--- src/rtl/led_sweep_pkg.sv ---
// Shared definitions for the LED sweep sequencer.
// Contents: FSM state type, LED count, displayed positions per sweep and the
// top (MSB) position index.
package led_sweep_pkg;

   typedef enum logic [1:0] {
      IDLE  = 2'd0,
      LEFT  = 2'd1,
      RIGHT = 2'd2
   } sweep_state_t;

   localparam int         NLEDS       = 8;
   localparam int         SWEEP_STEPS = 14;
   localparam logic [2:0] POS_TOP     = 3'd7;

endpackage

--- src/rtl/led_sweep_ctrl_prescaler.sv ---
// step_prescaler: down-counter with reload that produces the LED step pulse.
// Ports:
//   i_clk, i_reset  clock and synchronous active-high reset
//   i_load          force-load i_divider (start of a sequence)
//   i_divider       value loaded on i_load and reloaded when the count hits 0
//   o_step          high while the count is 0
module step_prescaler #(
   parameter int DIV_W = 24
) (
   input  logic             i_clk,
   input  logic             i_reset,
   input  logic             i_load,
   input  logic [DIV_W-1:0] i_divider,
   output logic             o_step
);

   logic [DIV_W-1:0] r_cnt;

   // Count down to 0, then reload; the counter never exceeds the divider, so
   // the all-ones divider cannot wrap.
   always_ff @(posedge i_clk) begin
      if (i_reset) begin
         r_cnt <= {DIV_W{1'b0}};
      end else if (i_load) begin
         r_cnt <= i_divider;
      end else if (r_cnt == {DIV_W{1'b0}}) begin
         r_cnt <= i_divider;
      end else begin
         r_cnt <= r_cnt - {{(DIV_W-1){1'b0}}, 1'b1};
      end
   end

   assign o_step = (r_cnt == {DIV_W{1'b0}});

endmodule

--- src/rtl/led_sweep_ctrl.sv ---
// led_sweep_ctrl: sequencer for the bidirectional one-hot LED sweep.
// Ports:
//   i_clk, i_reset  clock and synchronous active-high reset
//   i_stb           start request (IDLE only), latches i_count/i_divider
//   i_count         number of full sweeps, 0 = continuous
//   i_divider       clocks per LED step minus 1
//   i_stop          abort request (busy only)
//   o_led           one-hot LED drive while busy, 0 while idle
//   o_busy          sequence running
//   o_done          one-cycle pulse when a sequence ends
module led_sweep_ctrl
   import led_sweep_pkg::*;
#(
   parameter int DIV_W = 24,
   parameter int NLEDS = 8
) (
   input  logic             i_clk,
   input  logic             i_reset,
   input  logic             i_stb,
   input  logic [3:0]       i_count,
   input  logic [DIV_W-1:0] i_divider,
   input  logic             i_stop,
   output logic [NLEDS-1:0] o_led,
   output logic             o_busy,
   output logic             o_done
);

   sweep_state_t     r_state, w_state_nxt;
   logic [2:0]       r_pos, w_pos_nxt;
   logic [3:0]       r_remain, w_remain_nxt;
   logic [DIV_W-1:0] r_period, w_period_nxt;
   logic [DIV_W-1:0] w_div;
   logic             w_load;
   logic             w_step;
   logic             w_done_nxt;
   logic [NLEDS-1:0] r_led;
   logic             r_busy;
   logic             r_done;

   // Loads only happen from IDLE, so the raw input feeds the load and the
   // latched period feeds every reload while busy.
   assign w_div = (r_state == IDLE) ? i_divider : r_period;

   step_prescaler #(.DIV_W(DIV_W)) u_prescaler (
      .i_clk     (i_clk),
      .i_reset   (i_reset),
      .i_load    (w_load),
      .i_divider (w_div),
      .o_step    (w_step)
   );

   // Next-state logic: start, step advance, sweep accounting and stop.
   always_comb begin
      w_state_nxt  = r_state;
      w_pos_nxt    = r_pos;
      w_remain_nxt = r_remain;
      w_period_nxt = r_period;
      w_done_nxt   = 1'b0;
      w_load       = 1'b0;
      case (r_state)
         IDLE: begin
            if (i_stb) begin
               w_state_nxt  = LEFT;
               w_pos_nxt    = 3'd0;
               w_remain_nxt = i_count;
               w_period_nxt = i_divider;
               w_load       = 1'b1;
            end else begin
               w_pos_nxt = 3'd0;
            end
         end
         LEFT: begin
            if (i_stop) begin
               w_state_nxt = IDLE;
               w_pos_nxt   = 3'd0;
               w_done_nxt  = 1'b1;
            end else if (w_step) begin
               w_pos_nxt = r_pos + 3'd1;
               if (r_pos == (POS_TOP - 3'd1)) begin
                  w_state_nxt = RIGHT;
               end else begin
                  w_state_nxt = LEFT;
               end
            end else begin
               w_state_nxt = LEFT;
            end
         end
         RIGHT: begin
            if (i_stop) begin
               w_state_nxt = IDLE;
               w_pos_nxt   = 3'd0;
               w_done_nxt  = 1'b1;
            end else if (w_step) begin
               if (r_pos > 3'd1) begin
                  w_pos_nxt = r_pos - 3'd1;
               end else if (r_remain == 4'd0) begin
                  // continuous mode: remaining count stays 0 forever
                  w_pos_nxt   = 3'd0;
                  w_state_nxt = LEFT;
               end else if (r_remain > 4'd1) begin
                  w_remain_nxt = r_remain - 4'd1;
                  w_pos_nxt    = 3'd0;
                  w_state_nxt  = LEFT;
               end else begin
                  w_pos_nxt   = 3'd0;
                  w_state_nxt = IDLE;
                  w_done_nxt  = 1'b1;
               end
            end else begin
               w_state_nxt = RIGHT;
            end
         end
         default: begin
            w_state_nxt = IDLE;
            w_pos_nxt   = 3'd0;
         end
      endcase
   end

   // State, datapath and registered outputs derived from the next state.
   always_ff @(posedge i_clk) begin
      if (i_reset) begin
         r_state  <= IDLE;
         r_pos    <= 3'd0;
         r_remain <= 4'd0;
         r_period <= {DIV_W{1'b0}};
         r_led    <= {NLEDS{1'b0}};
         r_busy   <= 1'b0;
         r_done   <= 1'b0;
      end else begin
         r_state  <= w_state_nxt;
         r_pos    <= w_pos_nxt;
         r_remain <= w_remain_nxt;
         r_period <= w_period_nxt;
         r_busy   <= (w_state_nxt != IDLE);
         r_done   <= w_done_nxt;
         if (w_state_nxt != IDLE) begin
            r_led <= {{(NLEDS-1){1'b0}}, 1'b1} << w_pos_nxt;
         end else begin
            r_led <= {NLEDS{1'b0}};
         end
      end
   end

   assign o_led  = r_led;
   assign o_busy = r_busy;
   assign o_done = r_done;

endmodule

--- config.mk ---
export PLATFORM = sky130hd
export DESIGN_NAME = led_sweep_ctrl
export DESIGN_NICKNAME = d
export VERILOG_FILES = /design/src/rtl/led_sweep_pkg.sv /design/src/rtl/led_sweep_ctrl_prescaler.sv /design/src/rtl/led_sweep_ctrl.sv
export SDC_FILE = /design/constraint.sdc
export NUM_CORES = 1
export LEC_CHECK = 0
export ABC_AREA = 1
export ABC_CLOCK_PERIOD_IN_PS = 2200
export CAP_MARGIN = 20
export CELL_PAD_IN_SITES_DETAIL_PLACEMENT = 1
export CELL_PAD_IN_SITES_GLOBAL_PLACEMENT = 1
export CORE_MARGIN = 1.5
export CORE_UTILIZATION = 40
export CTS_CLUSTER_SIZE = 24
export DETAILED_ROUTE_END_ITERATION = 16
export GPL_TIMING_DRIVEN = 0
export PLACE_DENSITY_LB_ADDON = 0.1
export SLEW_MARGIN = 15
export SYNTH_ARGS = -nofsm -noshare
export SYNTH_HDL_FRONTEND = slang
export SYNTH_SLANG_ARGS = --single-unit
export TNS_END_PERCENT = 1
--- constraint.sdc ---
create_clock -name i_clk -period 2.2 [get_ports i_clk]
set_input_delay 0.44 -clock i_clk [delete_from_list [all_inputs] [get_ports i_clk]]
set_output_delay 0.44 -clock i_clk [all_outputs]
set_load 0.02 [all_outputs]
==> metrics.json <==
{
  "run_status": {"value": "finished, violations left"},
  "violations": {"value": "design-rule violations"},
  "power.static_leakage": {"value": 1.972, "unit": "nW"},
  "global_route_wire_length_before_repair": {"value": 19.87, "unit": "mm"},
  "drc_errors_left": {"value": 1},
  "synth_sequential_area_ratio": {"value": 36.43, "unit": "%"},
  "critical_path_s_most_frequent_cell": {"value": "inv_1"},
  "io_buffers": {"value": 41},
  "instances_no_fill": {"value": 709},
  "ys.flop_type": {"value": "dfxtp_1"},
  "drt_pre_antenna_iters": {"value": 10},
  "clock_latency": {"value": 350, "unit": "ps"},
  "post-cts-setup-buffers": {"value": 0},
  "period_needed": {"value": 2094, "unit": "ps"},
  "metal3_wl": {"value": 346, "unit": "um"},
  "max-slew-margin-rel": {"value": 52.76, "unit": "%"},
  "crit_chain": {"value": "inv_1 -> ha_1 -> buf_2 -> nand2_1 -> inv_1 -> clkbuf_2 -> a31oi_1 -> o21ai_0 -> a21oi_1"},
  "floorplan.rows": {"value": 34},
  "cp_top_family": {"value": "buffers and inverters"},
  "grt_start_max_net_pins": {"value": 20},
  "power.clock.fraction": {"value": 34.4, "unit": "%"},
  "postCtsHoldBufs": {"value": 0},
  "worst_ir_drop_vdd": {"value": 0.3746, "unit": "mV"},
  "cts_sinks": {"value": 67},
  "cp_data_required_time": {"value": 2480, "unit": "ps"},
  "yosys.cell_types.count": {"value": 33},
  "n_antenna_cell": {"value": 0},
  "timing.critical_path.arrival": {"value": 2370, "unit": "ps"},
  "synth-async-reset-ratio": {"value": 0, "unit": "%"},
  "startpoint_type": {"value": "flip-flop"},
  "yosys_warnings": {"value": 0},
  "global_route.usage.total": {"value": 25.89, "unit": "%"},
  "grt_setup_unrepaired": {"value": "true"},
  "power_per_cell_area": {"value": 809.5, "unit": "nW/um^2"},
  "met2_routed_wl": {"value": 6.220, "unit": "mm"},
  "postRouteAntennaNets": {"value": 0},
  "fraction_of_power_consumed_by_sequential_logic": {"value": 38.5, "unit": "%"},
  "report.final.slew_viol_count": {"value": 0},
  "timing.hold.worst.class": {"value": "flip-flop to flip-flop"},
  "postPlaceCellArea": {"value": 4228, "unit": "um^2"},
  "pin_count": {"value": 42},
  "cts-root-buf": {"value": "clkbuf_8"},
  "timing_worst_setup_path_type": {"value": "flip-flop to flip-flop"},
  "cap_violations": {"value": 0},
  "max_freq": {"value": 477.6, "unit": "MHz"},
  "cp_num_buf_inv": {"value": 4},
  "area_of_the_mapped_netlist": {"value": 3682, "unit": "um^2"},
  "route.layer.met1.wl": {"value": 5.250, "unit": "mm"},
  "cp_max_fo": {"value": 10},
  "largest_family_of_logic_cells_by_synthesized_area": {"value": "simple AND/OR/NAND/NOR gates"},
  "post-place-cells": {"value": 694},
  "finalWeightedCongestion": {"value": 0.9473},
  "dr_total_vias": {"value": 3757},
  "final-setup-viol-count": {"value": 0},
  "power_switching": {"value": 1.254, "unit": "mW"},
  "postRouteWirelength": {"value": 12.01, "unit": "mm"},
  "dieArea": {"value": 9790, "unit": "um^2"},
  "drt_iter0_markers": {"value": 110},
  "die_width": {"value": 98.95, "unit": "um"},
  "grt_remaining_overflow": {"value": 0},
  "p_total": {"value": 3.618, "unit": "mW"},
  "area_growth": {"value": 21.37, "unit": "%"},
  "floorplan.initialDensity": {"value": 41.82, "unit": "%"},
  "timing.critical_path.slowest_cell_delay": {"value": 400, "unit": "ps"},
  "post_route_cells_drive_above_1_share": {"value": 8.652, "unit": "%"},
  "highest_layer": {"value": "met4"},
  "hold_violations": {"value": 0},
  "synth_compound_area_share": {"value": 13.52, "unit": "%"},
  "core_area": {"value": 8806, "unit": "um^2"},
  "cts_htree_levels": {"value": 3},
  "worst_slack": {"value": 106.1, "unit": "ps"},
  "synthDominantAreaCellType": {"value": "dfxtp_1"},
  "tritoncts": {"value": "yes"},
  "dieHeight": {"value": 98.95, "unit": "um"},
  "cts-buffers-inserted": {"value": 9},
  "post_synth_main_area_contributors": {"value": "dfxtp_1, nand2_1, a21oi_1"},
  "synth_top_area_share": {"value": 36.43, "unit": "%"},
  "wl_per_instance": {"value": 16.93, "unit": "um"},
  "p_comb_share": {"value": 27.1, "unit": "%"},
  "synthSimpleGateAreaFrac": {"value": 33.94, "unit": "%"},
  "synthesized_net_count": {"value": 589},
  "number_of_synthesized_flops_with_an_enable_pin": {"value": 0},
  "min_period_over_period": {"value": 95.18, "unit": "%"},
  "synthesis.instances": {"value": 545},
  "list_of_most_frequent_post_synthesis_cells": {"value": "nand2_1, dfxtp_1, a21oi_1, nor2_1, inv_1"},
  "internal-power": {"value": 2.364, "unit": "mW"},
  "avgViaCountPerCell": {"value": 5.299},
  "cts.path.max_buffers": {"value": 2},
  "syn-mean-instance-area": {"value": 6.756, "unit": "um^2"},
  "max_stage_delay_cell_worst_path": {"value": "dfxtp_1"},
  "vias_in_the_first_global_route": {"value": 4149},
  "end_kind": {"value": "flip-flop"},
  "synth.most_common_cell": {"value": "nand2_1"},
  "netSwitchingFraction": {"value": 34.67, "unit": "%"},
  "synthesized_flop_and_latch_total": {"value": 67},
  "clock-skew-final": {"value": 10.83, "unit": "ps"},
  "half_perimeter_wire_length_after_placement": {"value": 8.605, "unit": "mm"},
  "synth_xor_area_share": {"value": 4.043, "unit": "%"},
  "setup_slack_placement": {"value": -160.1, "unit": "ps"},
  "cts.reportedPaths.clkPinSlew": {"value": 90, "unit": "ps"},
  "finalSetupTns": {"value": 0, "unit": "ps"},
  "worst-slew-pin-transition": {"value": 708.6, "unit": "ps"},
  "grt_antenna_before_repair": {"value": 0},
  "yosys-mux-area-fraction": {"value": 1.359, "unit": "%"},
  "final_net_count": {"value": 640},
  "finalInstanceArea": {"value": 4469, "unit": "um^2"},
  "synth-adder-area-share": {"value": 4.077, "unit": "%"}
}
-- path summary, 6_finish.rpt --
kind / from / end / slack [ps] / cells after the start
worst min register to register: r_period[5] / r_period[5] / 470 / 2
worst max register to register: r_state[1] / u_prescaler.r_cnt[5] / 110 / 9
worst max-delay path: r_state[1] / u_prescaler.r_cnt[5] / 110 / 9
worst min-delay path: r_period[5] / r_period[5] / 470 / 2
-- worst min-delay path, cell delays in order, from the launching register on --
cell	delay, ps
dfxtp_1	310
nand2_1	60
a21oi_1	50
-- power groups by stage --
stage,logic [mW],clock network (mW),registers (mW)
2_1_floorplan,0.668,0,1.40
3_3_place_gp,0.923,0,1.41
3_5_place_dp,0.955,0,1.42
4_1_cts,0.973,1.26,1.39
5_1_grt,1.09,1.31,1.41
6_report,0.979,1.25,1.39
-- metal layers --
layer | vias up | GRT usage [%]
li1 | 1857 | -
met4 | 0 | 8.462
met1 | 1824 | 29.71
met3 | 17 | 3.546
met5 | - | 0
met2 | 59 | 49.07
-- cell type report --
class	count	area, um^2
Timing Repair Buffer	41	410.4
Tap cell	108	135.1
Inverter	36	135.1
Buffer	22	115.1
Clock buffer	11	151.4
Clock inverter	5	83.83
Sequential cell	67	1341
Multi-Input combinational cell	419	2097
Fill cell	1181	4337
-- state kept, by name (all words and copies together), names as in the netlist --
| name | count |
|---|---|
| o_led | 8 |
| r_state | 2 |
| o_done | 1 |
| r_period | 24 |
| o_busy | 1 |
| r_remain | 4 |
| u_prescaler.r_cnt | 24 |
| r_pos | 3 |
-- cell families (layout without fill, tap and decap cells) --
family / Yosys count / after routing
AND/OR/NAND/NOR: 291 / 291
AO/OA/AOI/OAI: 94 / 94
flip-flops: 67 / 67
buffers and inverters: 59 / 115
XOR/XNOR: 17 / 17
adder cells (fa/ha/maj): 12 / 12
multiplexers: 5 / 5
-- timing repair --
item,in CTS,in global routing
pin swaps,0,1
gates resized for setup,3,7
setup endpoints to repair,27,33
endpoints found under the hold margin,0,0
-- layout by cell type, fill, tap and decap left out, types with 2 or more instances in the layout --
cell	n
nor2_1	57
buf_4	2
o21ai_0	22
nor2_2	5
clkbuf_2	6
a31oi_1	7
inv_1	34
xor2_1	10
clkdlybuf4s50_1	41
clkbuf_1	10
buf_2	2
inv_2	2
clkbuf_8	11
nor2_4	3
xnor2_1	7
bufinv_16	2
nand4_1	6
clkinvlp_4	2
nand2_1	173
a21oi_1	59
o31ai_1	2
ha_1	12
nand3_2	3
dfxtp_1	67
mux2i_1	5
nand3_1	29
nand2_2	7
nor3_1	4
-- through the flow --
step                hold slack [ps]  util [%]
floorplan                     442.2         -
global placement              450.9     48.01
detailed placement            457.0     48.01
CTS                           469.4     50.68
global route                  482.1     50.75
finish                        467.2     50.75
No activity file was read; power rests on OpenSTA's default activity.
==> edit 1 (config.mk and constraints unchanged) <==
`DIV_W` is set to 24 in 2 places; all go to 48.
--- a/src/rtl/led_sweep_ctrl_prescaler.sv
+++ b/src/rtl/led_sweep_ctrl_prescaler.sv
@@ -6,5 +6,5 @@
 //   o_step          high while the count is 0
 module step_prescaler #(
-   parameter int DIV_W = 24
+   parameter int DIV_W = 48
 ) (
    input  logic             i_clk,
--- a/src/rtl/led_sweep_ctrl.sv
+++ b/src/rtl/led_sweep_ctrl.sv
@@ -12,5 +12,5 @@
    import led_sweep_pkg::*;
 #(
-   parameter int DIV_W = 24,
+   parameter int DIV_W = 48,
    parameter int NLEDS = 8
 ) (
Ports: changed (resized i_divider); port bits go from 42 to 66. The function was not compared with the original's and may differ.
==> edit 1 against the unedited design <==
Power rose by 100%. Sequential cell count rose by 48. Sequential share of layout area fell by 2.4 points. Via count rose by 87%. Worst setup slack got worse by 0.048 ns. Synthesized area rose by 80%. Routed wire length rose by 110%. Clock power rose to 2.5 times the old value. Non-clock buffer count rose by 50. Final area rose by 87%. Critical path type unchanged. Critical endpoint is now u_prescaler.r_cnt[18]. Largest cell class unchanged. Highest routed layer unchanged.
==> edit 1: results (changes against the unedited design) <==
* Grt met1 use at 36.6% (was 29.7%)
* Worst R2R Start: u_prescaler.r_cnt[0] (was r_state[1])
* Register area share after synthesis at 34.6% (was 36.4%)
* Post-synth cell types at 39 (was 33)
* PostCTS Resize Cnt at 18 (was 3)
* Num sequential at 115 (was 67)
* Post-synth top cells: 309 x nand2_1, 118 x nor2_1, 115 x dfxtp_1 (was 173 x nand2_1, 67 x dfxtp_1, 59 x a21oi_1)
* Post-route DRC at 0 (was 1)
* Storage element area at 2300 sq um (was 1340 sq um)
* Clk_lat worst skew at 0.43 ns (was 0.35 ns)
* Status: finished clean (was complete, but fails checks)
* Clk pwr share at 43.2% (was 34.4%)
* Starting DRT DRC Count at 419 (was 110)
* Met2 usage at 49.3% (was 49.1%)
* GRT Total Usage at 29.1% (was 25.9%)
* Filler instances at 2090 (was 1181)
* Relative slew slack at 40.0% (was 52.8%)
* Met3 Usage GRT at 5.96% (was 3.55%)
* H-tree depth at 4 (was 3)
* Drt wl/cell at 19.1 microns (was 16.9 microns)
* Syn nets at 1064 (was 589)
* Crit. Startpoint: u_prescaler.r_cnt[0] (was r_state[1])
* Largest stage delay on the critical path at 0.31 ns (was 0.40 ns)
* WHS at 0.466 ns (was 0.467 ns)
* Clk. pwr at 3.13 mW (was 1.25 mW)
* Dpl hpwl at 17700 microns (was 8600 microns)
* Via density at 5.35 (was 5.30)
* Nets at 1153 (was 640)
* Via Count at 7028 (was 3757)
* Register-to-Register Path Depth at 12 (was 9)
* Total CTS buffers at 17 (was 9)
* Final estimated routing congestion in global placement at 0.924 (was 0.947)
* Switching power at 2.34 mW (was 1.25 mW)
* Clock buffer count at 20 (was 11)
* Met1 WL at 11100 microns (was 5250 microns)
* Critical path endpoint: u_prescaler.r_cnt[18] (was u_prescaler.r_cnt[5])
* Inst Count DP at 1277 (was 694)
* Comb_multi_in at 785 (was 419)
* DR pass1 iterations at 6 (was 10)
* Number of port buffers at 65 (was 41)
* Flop-to-flop setup slack at 0.06 ns (was 0.11 ns)
* Clk slew on worst S/H paths at 0.06 ns (was 0.09 ns)
* Syn_area_per_cell at 6.67 sq um (was 6.76 sq um)
* Metal3 WL at 1190 microns (was 346 microns)
* Vias in the first global route at 7189 (was 4149)
* Met2 wire len at 12100 microns (was 6220 microns)
edit 1: cell count changes in the layout (fill, tap and decap cells not counted), sizes merged, moves of 9 or more:
cell	unedited run	this run
dfxtp	67	115
a21oi	59	116
nand3	32	65
o21ai	22	42
nor2	66	148
clkbuf	28	48
clkdlybuf4s50	41	65
mux2i	5	14
xnor2	7	16
xor2	10	19
buf	5	20
nand2	181	322
inv	37	50
edit 1: kinds of logic (layout without fill, tap and decap cells):
logic type | Yosys count | after routing | synth area share (%)
DFF | 115 | 115 | 34.6
muxes | 14 | 14 | 2.11
xor gates and xnor gates | 35 | 35 | 4.61
AOI/OAI and AO/OA | 170 | 170 | 13.4
buffers and inverters | 96 | 198 | 6.29
and+or+nand+nor | 554 | 554 | 36.7
adders and majority gates | 12 | 12 | 2.26
edit 1: per-stage QoR:
step	cell area [sq um]	worst slack, ns
after CTS	8260	0.00514
after global routing	8350	-0.104
final	8350	0.0584
after detailed placement	7570	-0.475
after floorplan	6650	0.418
after global placement	7570	-0.461
==> edit 2 (same flow settings) <==
Without the edit above. The 3 states of `sweep_state_t` get a one-hot encoding in 3 bits.
--- a/src/rtl/led_sweep_pkg.sv
+++ b/src/rtl/led_sweep_pkg.sv
@@ -4,8 +4,8 @@
 package led_sweep_pkg;
 
-   typedef enum logic [1:0] {
-      IDLE  = 2'd0,
-      LEFT  = 2'd1,
-      RIGHT = 2'd2
+   typedef enum logic [2:0] {
+      IDLE  = 3'b001,
+      LEFT  = 3'b010,
+      RIGHT = 3'b100
    } sweep_state_t;
 
Behaviour: same outputs for any inputs over 10 cycles, from zero or initial values and one cycle with i_reset high; not proved beyond that.
==> edit 2 against the unedited design <==
Synthesized area rose by 2.9%. Largest cell class unchanged. Sequential power up 6%. Critical path type unchanged. Final area is 2.0% higher. First-iteration DRC count rose by 7.3%. Worst setup slack improved by 0.050 ns. Fmax increased by 2.5%. Critical endpoint is now r_period[21]. Highest routed layer unchanged. Routed wire length grew 2.2%. Power grew 13%. Sequential cell count up 1.
==> edit 2: results (changes against the unedited design) <==
* Status: finished clean (was complete, but fails checks)
* H-tree depth at 3 (unchanged)
* GRT Total Usage at 26.0% (was 25.9%)
* Routed WL at 12300 microns (was 12000 microns)
* Met2 wire len at 6370 microns (was 6220 microns)
* Async set or reset register ratio after synthesis at 0% (unchanged)
* Met1 WL at 5350 microns (was 5250 microns)
* Peak supply drop at 0.429 mV (was 0.375 mV)
* Largest cells by area after synthesis: dfxtp_1 36%, nand2_1 21%, a21oi_1 6.7% (was dfxtp_1 36%, nand2_1 18%, a21oi_1 8.0%)
* Met2 usage at 47.6% (was 49.1%)
* Leakage at 2.01 nW (was 1.97 nW)
* Nets at 668 (was 640)
* Hold crit path type: in2reg (was reg2reg)
* Flop-to-flop setup slack at 0.16 ns (was 0.11 ns)
* # diodes at 0 (unchanged)
* Clk_skew at 0.0133 ns (was 0.0108 ns)
* Metal3 WL at 383 microns (was 346 microns)
* Post-synth cell types at 34 (was 33)
* Critical path endpoint: r_period[21] (was u_prescaler.r_cnt[5])
* Endpoint of the worst hold path: r_period[6] (was r_period[5])
* Overall Power at 4.08 mW (was 3.62 mW)
* Comb pwr at 1.37 mW (was 979 uW)
* Via Count at 3929 (was 3757)
* Placed cell area at 4330 sq um (was 4230 sq um)
* Syn-to-layout area delta at 20.3% (was 21.4%)
* PostCTS Resize Cnt at 0 (was 3)
* Dpl hpwl at 9050 microns (was 8600 microns)
* Hold path depth at 2 (unchanged)
* Final estimated routing congestion in global placement at 0.889 (was 0.947)
* Switching power at 1.57 mW (was 1.25 mW)
* Hold buffers post-CTS at 0 (unchanged)
* Arrival time worst endpoint at 2.25 ns (was 2.37 ns)
* Layout cells sized above 1 at 8.21% (was 8.65%)
* Grt met1 use at 31.0% (was 29.7%)
* Worst R2R Start: r_state[2] (was r_state[1])
* Relative slew slack at 53.2% (was 52.8%)
* Met3 Usage GRT at 4.32% (was 3.55%)
* Largest stage delay on the critical path at 0.34 ns (was 0.40 ns)
* Filler instances at 1231 (was 1181)
* Number of port buffers at 40 (was 41)
* Largest net degree at the start of global routing at 14 (was 20)
* Starting DRT DRC Count at 118 (was 110)
* Vias in the first global route at 4143 (was 4149)
* First-pass GRT wire length at 20200 microns (was 19900 microns)
* Post-synth top cells: 216 x nand2_1, 68 x dfxtp_1, 54 x nor2_1 (was 173 x nand2_1, 67 x dfxtp_1, 59 x a21oi_1)
* Syn nets at 617 (was 589)
* DR pass1 iterations at 4 (was 10)
* Critical-path top delay cell: nor2_2 (was dfxtp_1)
* WHS at 0.454 ns (was 0.467 ns)
* Register area share after synthesis at 35.9% (was 36.4%)
* HP Start: i_reset (was r_period[5])
-- edit 2: area by class of cell --
cell class | instances | share of cell area, %
Timing Repair Buffer | 40 | 8.78
Sequential cell | 68 | 29.9
Inverter | 44 | 3.62
Clock buffer | 10 | 3.02
Clock inverter | 6 | 2.06
Buffer | 22 | 2.20
Tap cell | 111 | 3.05
Multi-Input combinational cell | 443 | 47.4
-- edit 2: stage by stage --
step	setup WS, ns	std cells
floorplan	0.623	577
global placement	-0.000980	728
detailed placement	-0.0833	728
CTS	0.139	744
global route	0.00618	744
finish	0.156	744
-- edit 2: cell families after synthesis --
kind of cell | share of synthesized area, %
AO/OA/AOI/OAI | 10.4
XOR/XNOR | 3.70
flip-flops | 35.9
AND/OR/NAND/NOR | 40.3
adder cells (fa/ha/maj) | 2.64
buffers and inverters | 7.00
-- edit 2: worst reg2reg max path: cells and delay by family, from the launching register on --
kind / cells / cell delay, ns
buf+inv: 4 / 0.77
flops: 1 / 0.32
compound gates: 1 / 0.07
simple gates: 3 / 0.75
